==> src/rtl/cache_arb_pkg.sv <==
`default_nettype none
// +-----------------------------------------------------------------------------+
// | Module   : cache_arb_pkg                                                    |
// | Brief    : Shared types and default widths for the cacheline arbiter.       |
// | Revision : 1.0 - initial release                                            |
// +-----------------------------------------------------------------------------+
package cache_arb_pkg;

  localparam int ADDR_W_DEF = 32;
  localparam int LINE_W_DEF = 256;

  typedef enum logic [1:0] {
    IDLE    = 2'd0,
    SERVE_I = 2'd1,
    SERVE_D = 2'd2,
    DONE    = 2'd3
  } arb_state_t;

  typedef enum logic [0:0] {
    CLIENT_I = 1'b0,
    CLIENT_D = 1'b1
  } client_t;

endpackage
`default_nettype wire

==> src/rtl/cacheline_arbiter_if.sv <==
`default_nettype none
// +-----------------------------------------------------------------------------+
// | Module   : cacheline_arbiter_if                                             |
// | Brief    : icache/dcache miss ports plus the adaptor-side line port.        |
// | Revision : 1.0 - initial release                                            |
// +-----------------------------------------------------------------------------+
interface cacheline_arbiter_if
  import cache_arb_pkg::*;
#(
  parameter int ADDR_W = ADDR_W_DEF,
  parameter int LINE_W = LINE_W_DEF
) ();

  logic [ADDR_W-1:0] i_address_i;
  logic              i_read_i;
  logic [LINE_W-1:0] i_line_o;
  logic              i_resp_o;

  logic [ADDR_W-1:0] d_address_i;
  logic              d_read_i;
  logic              d_write_i;
  logic [LINE_W-1:0] d_line_i;
  logic [LINE_W-1:0] d_line_o;
  logic              d_resp_o;

  logic [ADDR_W-1:0] address_o;
  logic [LINE_W-1:0] line_o;
  logic              read_o;
  logic              write_o;
  logic [LINE_W-1:0] line_i;
  logic              resp_i;

  // Arbiter side
  modport slave (
    input  i_address_i, i_read_i, d_address_i, d_read_i, d_write_i, d_line_i,
    input  line_i, resp_i,
    output i_line_o, i_resp_o, d_line_o, d_resp_o,
    output address_o, line_o, read_o, write_o
  );

  // Environment side: clients plus adaptor
  modport master (
    output i_address_i, i_read_i, d_address_i, d_read_i, d_write_i, d_line_i,
    output line_i, resp_i,
    input  i_line_o, i_resp_o, d_line_o, d_resp_o,
    input  address_o, line_o, read_o, write_o
  );

endinterface
`default_nettype wire

==> src/rtl/cache_arb_select.sv <==
`default_nettype none
// +-----------------------------------------------------------------------------+
// | Module   : cache_arb_select                                                 |
// | Brief    : Winner selection; CACHE_ARB_ROUND_ROBIN_EN adds a last-grant     |
// |            flop, otherwise dcache has fixed priority.                       |
// | Revision : 1.0 - initial release                                            |
// +-----------------------------------------------------------------------------+
module cache_arb_select
  import cache_arb_pkg::*;
(
  input  logic    clk,
  input  logic    reset_n,
  input  logic    i_icache_req,
  input  logic    i_dcache_req,
  input  logic    i_take,
  output client_t o_winner
);

`ifdef CACHE_ARB_ROUND_ROBIN_EN
  client_t r_last;

  always_ff @(posedge clk or negedge reset_n) begin
    if (!reset_n) begin
      r_last <= CLIENT_I;
    end else if (i_take) begin
      r_last <= o_winner;
    end
  end

  // On a tie the client that was not granted last time wins.
  always_comb begin
    o_winner = CLIENT_I;
    if (i_icache_req && i_dcache_req) begin
      o_winner = (r_last == CLIENT_I) ? CLIENT_D : CLIENT_I;
    end else if (i_dcache_req) begin
      o_winner = CLIENT_D;
    end
  end
`else
  logic w_unused_ok;
  assign w_unused_ok = ^{clk, reset_n, i_take, i_icache_req};

  always_comb begin
    o_winner = i_dcache_req ? CLIENT_D : CLIENT_I;
  end
`endif

endmodule
`default_nettype wire

==> src/rtl/cacheline_arbiter.sv <==
`default_nettype none
// +-----------------------------------------------------------------------------+
// | Module   : cacheline_arbiter                                                |
// | Brief    : Merges icache/dcache miss ports onto one adaptor line port.      |
// |            Define CACHE_ARB_ROUND_ROBIN_EN for round-robin tie breaking.    |
// | Revision : 1.0 - initial release                                            |
// +-----------------------------------------------------------------------------+
module cacheline_arbiter
  import cache_arb_pkg::*;
#(
  parameter int ADDR_W = ADDR_W_DEF,
  parameter int LINE_W = LINE_W_DEF
) (
  input  logic                clk,
  input  logic                reset_n,
  cacheline_arbiter_if.slave  bus
);

  arb_state_t        r_state;
  logic [ADDR_W-1:0] r_address;
  logic [LINE_W-1:0] r_line;
  logic              r_read;
  logic              r_write;
  logic [LINE_W-1:0] r_i_line;
  logic [LINE_W-1:0] r_d_line;
  logic              r_i_resp;
  logic              r_d_resp;

  client_t w_winner;
  logic    w_d_req;
  logic    w_any_req;
  logic    w_take;

  assign w_d_req   = bus.d_read_i | bus.d_write_i;
  assign w_any_req = bus.i_read_i | w_d_req;
  assign w_take    = (r_state == IDLE) && w_any_req;

  cache_arb_select u_select (
    .clk          (clk),
    .reset_n      (reset_n),
    .i_icache_req (bus.i_read_i),
    .i_dcache_req (w_d_req),
    .i_take       (w_take),
    .o_winner     (w_winner)
  );

  always_ff @(posedge clk or negedge reset_n) begin
    if (!reset_n) begin
      r_state   <= IDLE;
      r_address <= '0;
      r_line    <= '0;
      r_read    <= 1'b0;
      r_write   <= 1'b0;
      r_i_line  <= '0;
      r_d_line  <= '0;
      r_i_resp  <= 1'b0;
      r_d_resp  <= 1'b0;
    end else begin
      r_i_resp <= 1'b0;
      r_d_resp <= 1'b0;
      case (r_state)
        IDLE: begin
          if (w_any_req) begin
            if (w_winner == CLIENT_D) begin
              // Read and write together is a protocol error; the write wins.
              r_address <= bus.d_address_i;
              r_line    <= bus.d_line_i;
              r_write   <= bus.d_write_i;
              r_read    <= ~bus.d_write_i;
              r_state   <= SERVE_D;
            end else begin
              r_address <= bus.i_address_i;
              r_write   <= 1'b0;
              r_read    <= 1'b1;
              r_state   <= SERVE_I;
            end
          end
        end
        SERVE_I: begin
          if (bus.resp_i) begin
            r_i_line <= bus.line_i;
            r_read   <= 1'b0;
            r_write  <= 1'b0;
            r_i_resp <= 1'b1;
            r_state  <= DONE;
          end
        end
        SERVE_D: begin
          if (bus.resp_i) begin
            if (r_read) begin
              r_d_line <= bus.line_i;
            end
            r_read   <= 1'b0;
            r_write  <= 1'b0;
            r_d_resp <= 1'b1;
            r_state  <= DONE;
          end
        end
        // Requests are ignored here so a completing client can deassert.
        DONE: begin
          r_state <= IDLE;
        end
        default: begin
          r_state <= IDLE;
        end
      endcase
    end
  end

  assign bus.address_o = r_address;
  assign bus.line_o    = r_line;
  assign bus.read_o    = r_read;
  assign bus.write_o   = r_write;
  assign bus.i_line_o  = r_i_line;
  assign bus.i_resp_o  = r_i_resp;
  assign bus.d_line_o  = r_d_line;
  assign bus.d_resp_o  = r_d_resp;

endmodule
`default_nettype wire

==> src/flat_wrapper.sv <==
// flat-port wrapper written by rule: the top's interface ports become plain ports
module cacheline_arbiter_flat import cache_arb_pkg::*;
#(
  parameter int ADDR_W = ADDR_W_DEF,
  parameter int LINE_W = LINE_W_DEF
)
  (clk, reset_n, bus_i_address_i, bus_i_read_i, bus_d_address_i, bus_d_read_i, bus_d_write_i, bus_d_line_i, bus_line_i, bus_resp_i, bus_i_line_o, bus_i_resp_o, bus_d_line_o, bus_d_resp_o, bus_address_o, bus_line_o, bus_read_o, bus_write_o);
  cacheline_arbiter_if #(.ADDR_W(ADDR_W), .LINE_W(LINE_W)) bus_i ();
  input  logic clk;
  input  logic reset_n;
  input wire logic [$bits(bus_i.i_address_i)-1:0] bus_i_address_i;
  input wire logic [$bits(bus_i.i_read_i)-1:0] bus_i_read_i;
  input wire logic [$bits(bus_i.d_address_i)-1:0] bus_d_address_i;
  input wire logic [$bits(bus_i.d_read_i)-1:0] bus_d_read_i;
  input wire logic [$bits(bus_i.d_write_i)-1:0] bus_d_write_i;
  input wire logic [$bits(bus_i.d_line_i)-1:0] bus_d_line_i;
  input wire logic [$bits(bus_i.line_i)-1:0] bus_line_i;
  input wire logic [$bits(bus_i.resp_i)-1:0] bus_resp_i;
  output wire logic [$bits(bus_i.i_line_o)-1:0] bus_i_line_o;
  output wire logic [$bits(bus_i.i_resp_o)-1:0] bus_i_resp_o;
  output wire logic [$bits(bus_i.d_line_o)-1:0] bus_d_line_o;
  output wire logic [$bits(bus_i.d_resp_o)-1:0] bus_d_resp_o;
  output wire logic [$bits(bus_i.address_o)-1:0] bus_address_o;
  output wire logic [$bits(bus_i.line_o)-1:0] bus_line_o;
  output wire logic [$bits(bus_i.read_o)-1:0] bus_read_o;
  output wire logic [$bits(bus_i.write_o)-1:0] bus_write_o;
  assign bus_i.i_address_i = bus_i_address_i;
  assign bus_i.i_read_i = bus_i_read_i;
  assign bus_i.d_address_i = bus_d_address_i;
  assign bus_i.d_read_i = bus_d_read_i;
  assign bus_i.d_write_i = bus_d_write_i;
  assign bus_i.d_line_i = bus_d_line_i;
  assign bus_i.line_i = bus_line_i;
  assign bus_i.resp_i = bus_resp_i;
  assign bus_i_line_o = bus_i.i_line_o;
  assign bus_i_resp_o = bus_i.i_resp_o;
  assign bus_d_line_o = bus_i.d_line_o;
  assign bus_d_resp_o = bus_i.d_resp_o;
  assign bus_address_o = bus_i.address_o;
  assign bus_line_o = bus_i.line_o;
  assign bus_read_o = bus_i.read_o;
  assign bus_write_o = bus_i.write_o;
  cacheline_arbiter #(.ADDR_W(ADDR_W), .LINE_W(LINE_W)) u_core (.clk(clk), .reset_n(reset_n), .bus(bus_i));
endmodule
==> config.mk <==
export PLATFORM = sky130hd
export DESIGN_NAME = cacheline_arbiter_flat
export DESIGN_NICKNAME = d
export VERILOG_FILES = /design/src/rtl/cache_arb_pkg.sv /design/src/rtl/cacheline_arbiter_if.sv /design/src/rtl/cache_arb_select.sv /design/src/rtl/cacheline_arbiter.sv /design/src/flat_wrapper.sv
export SDC_FILE = /design/constraint.sdc
export NUM_CORES = 1
export LEC_CHECK = 0
export CAP_MARGIN = 15
export CORE_AREA = 2 2 546 548
export DETAILED_ROUTE_END_ITERATION = 16
export DIE_AREA = 0 0 548 550
export GPL_TIMING_DRIVEN = 0
export HOLD_SLACK_MARGIN = 0.02
export PLACE_DENSITY_LB_ADDON = 0.1
export SYNTH_ARGS = -nofsm -noshare
export SYNTH_HDL_FRONTEND = slang
export SYNTH_SLANG_ARGS = --single-unit
==> constraint.sdc <==
create_clock -name clk -period 2.5 [get_ports clk]
set_input_delay 0.25 -clock clk [delete_from_list [all_inputs] [get_ports clk]]
set_output_delay 0.25 -clock clk [all_outputs]
set_load 0.1 [all_outputs]
==> impl_metrics.toml <==
[die]
rows = 200
die_x_um = 548
core_mm2 = 0.2955
dieHeight_um = 550
initial_core_util = 0.1020
io_pins = 1386
die-area_mm2 = 0.3014

[grt]
gr-usage-met1 = 0.1518
grt_pass1_wl_mm = 253.9
grtUsageMet3 = 0.05024
antenna_found_initial = 111
grt_overflow = 0
grt_usage = 0.1242
grtUsageMet2 = 0.2017
busiest_layer = "met2"
grt_pass1_vias = 25930
grt_max_degree = 125

[clocking]
h-tree-depth = 3
cts_tree = "done"
cts_made_buffers = 120
root_buffer = "clkbuf_16"
clk_path_buf_depth = 4
clock-sinks = 806
hold_buffers = 456
clk_pin_slew_ns = 0.06
post-cts-setup-buffers = 0
worstSkewPairLatency_ns = 0.84

[place]
dpl-instance-area_mm2 = 0.04973
hpwl_mm = 155.9
io_buffers = 1385
place_congestion = 0.7673

[worst_setup_path]
slowest_delay_ns = 0.95
crit_family = "buffers and inverters"
cp_data_arrival_time_ns = 2.15
crit_required_ns = 2.25
timing.rr.start = "u_core.r_state[0]$_DFFE_PN0P_"
worstPathMaxFanout = 2
cp-start-kind = "flop"
endpoint_kind = "output port"
path_class = "reg -> out"
crit_start = "u_core.bus.line_o[8]$_DFFE_PN0P_"
path_buf_inv = 1
critPathSlowestCell = "clkdlybuf4s15_1"
crit_chain = "clkdlybuf4s15_1"

[cells_and_area]
fillCellCount = 32220
nNetsFinal = 4376
drive_gt1_frac = 0.3139
fin_area_mm2 = 0.05790
layout_common_cells = "806 x dfrtp_1, 770 x mux2_2, 608 x clkdlybuf4s50_1"
mostFrequentLayoutCell = "dfrtp_1"
area_delta_synth_final_pct = 91.97

[drt]
vias_per_cell = 3.010
dr.pass1.iters = 4
antenna_left = 0
num_vias = 23650
drtIter0Drc = 555
routed_wl_mm = 192.2
drcViolationCount = 0
wl_per_cell_um = 24.47

[timing]
setup_viol = 0
fmax_mhz = 417.0
clock_skew_ns = 0.05417
finalHoldViolCount = 119
period_needed_ns = 2.398
relSlewSlack = 0.2226
post-route-period-util = 0.9593
hold_ws_ns = -0.5780
slew_violations = 0
tightestPinTransition_ns = 1.171

[outcome]
violations = "negative hold slack"
status = "complete, but fails checks"

[synthesis]
ys_seq_elements = 806
synthTopCellsByArea = "dfrtp_1 67%, mux2_2 29%, mux2i_1 1.1%, buf_2 0.95%, buf_4 0.77%"
syn_inst = 1790
synth_nets = 2377
syn-cell-area_mm2 = 0.03016
yosysUniqueCellTypes = 21
synth_top_area_share = 0.6688
seq_area_frac_synth = 0.6688
synth_top_area_cell = "dfrtp_1"
avgSynthCellArea_um2 = 16.85
yosysWarningCount = 0

[worst_hold_path]
min_path_type = "in -> async"

[job]
cap_violations = 0
-- cells by family (layout without fill, tap and decap cells) --
kind of cell | after synthesis | after routing | synth area share
other | 0 | 31 | 0
AND/OR/NAND/NOR | 43 | 43 | 0.005974
adder cells (fa/ha/maj) | 5 | 5 | 0.002074
AO/OA/AOI/OAI | 36 | 36 | 0.006223
multiplexers | 804 | 804 | 0.2988
buffers and inverters | 96 | 2192 | 0.01817
flip-flops | 806 | 806 | 0.6688
-- worst register-to-register path, cell delays in order, from the launching register on --
cell and delay [ns]:
dfrtp_1 0.38, inv_1 0.11, ha_1 0.25, o21ai_1 0.18, buf_6 0.20, buf_2 0.46
buf_4 0.32, mux2_2 0.36
-- state kept, by name, indices dropped and copies added, names as in the netlist --
name                  flops
u_core.bus.address_o     32
u_core.bus.d_line_o     256
u_core.bus.d_resp_o       1
u_core.bus.i_line_o     256
u_core.bus.i_resp_o       1
u_core.bus.line_o       256
u_core.bus.read_o         1
u_core.bus.write_o        1
u_core.r_state            2
-- layout make-up --
| class | instances | area [µm²] | share of cell area |
|---|---|---|---|
| sequential | 806 | 20170 | 0.3484 |
| timing repair buffer | 1877 | 18600 | 0.3213 |
| multi-input combinational | 888 | 9452 | 0.1633 |
| tap | 3939 | 4928 | 0.08513 |
| clock buffer | 181 | 3672 | 0.06343 |
| buffer | 92 | 619.3 | 0.01070 |
| clock inverter | 38 | 361.6 | 0.006246 |
| antenna | 31 | 77.57 | 0.001340 |
| inverter | 4 | 15.01 | 0.0002593 |
-- synthesized netlist by cell type --
library cell and n:
mux2i_1 34, nor2b_1 1, or3b_2 1, ha_1 5, o21ai_1 1, clkinv_1 1, nor4b_1 1, mux2_2 770
and2_1 1, buf_4 31, inv_1 3, nor3_1 1, nor2_1 3, a21oi_1 1, nand2_1 34, o21ai_0 33
dfrtp_1 806, clkbuf_1 4, o31ai_2 1, buf_2 57, nor2_2 1
-- through the flow --
step           instances    TNS [ns]  setup slack, ns  hold slack, ns    util
2_1_floorplan       1790           0           0.6221        -0.04559       -
3_3_place_gp        7114           -           -44.85          0.4707  0.1656
3_5_place_dp        7150     -426.74           -1.294          0.3529  0.1683
4_1_cts             7825           0       0.00003109         -0.6359  0.1956
5_1_grt             7836  -0.0008615       -0.0008615         -0.5742  0.1957
6_report            7856           0           0.1017         -0.5780  0.1959
-- routing by layer --
layer / vias to the layer above / share of wire
met5: - / 0.0013
met4: 40 / 0.025
met3: 257 / 0.095
met2: 1078 / 0.46
met1: 11820 / 0.42
li1: 10450 / -
-- final timing paths --
check | end | slack [ns] | depth (start not counted)
min | u_core.bus.line_o[95]$_DFFE_PN0P_ | -0.58 | 1
min in group clk | u_core.bus.line_o[248]$_DFFE_PN0P_ | 0.12 | 2
max | bus_line_o[8] | 0.10 | 1
max in group asynchronous | u_core.bus.i_line_o[106]$_DFFE_PN0P_ | 0.42 | 4
min reg2reg | u_core.bus.address_o[3]$_DFFE_PN0P_ | 0.47 | 2
max reg2reg | u_core.bus.line_o[194]$_DFFE_PN0P_ | 0.12 | 7
-- timing repair --
item	CTS	global route
endpoints found under the setup margin	1231	35
endpoints found under the hold margin	770	117
gates resized for setup	1099	7
Power is left out: the tool's default activity adds up to more than one toggle a clock period on the data nets, which glitch-free logic cannot reach.
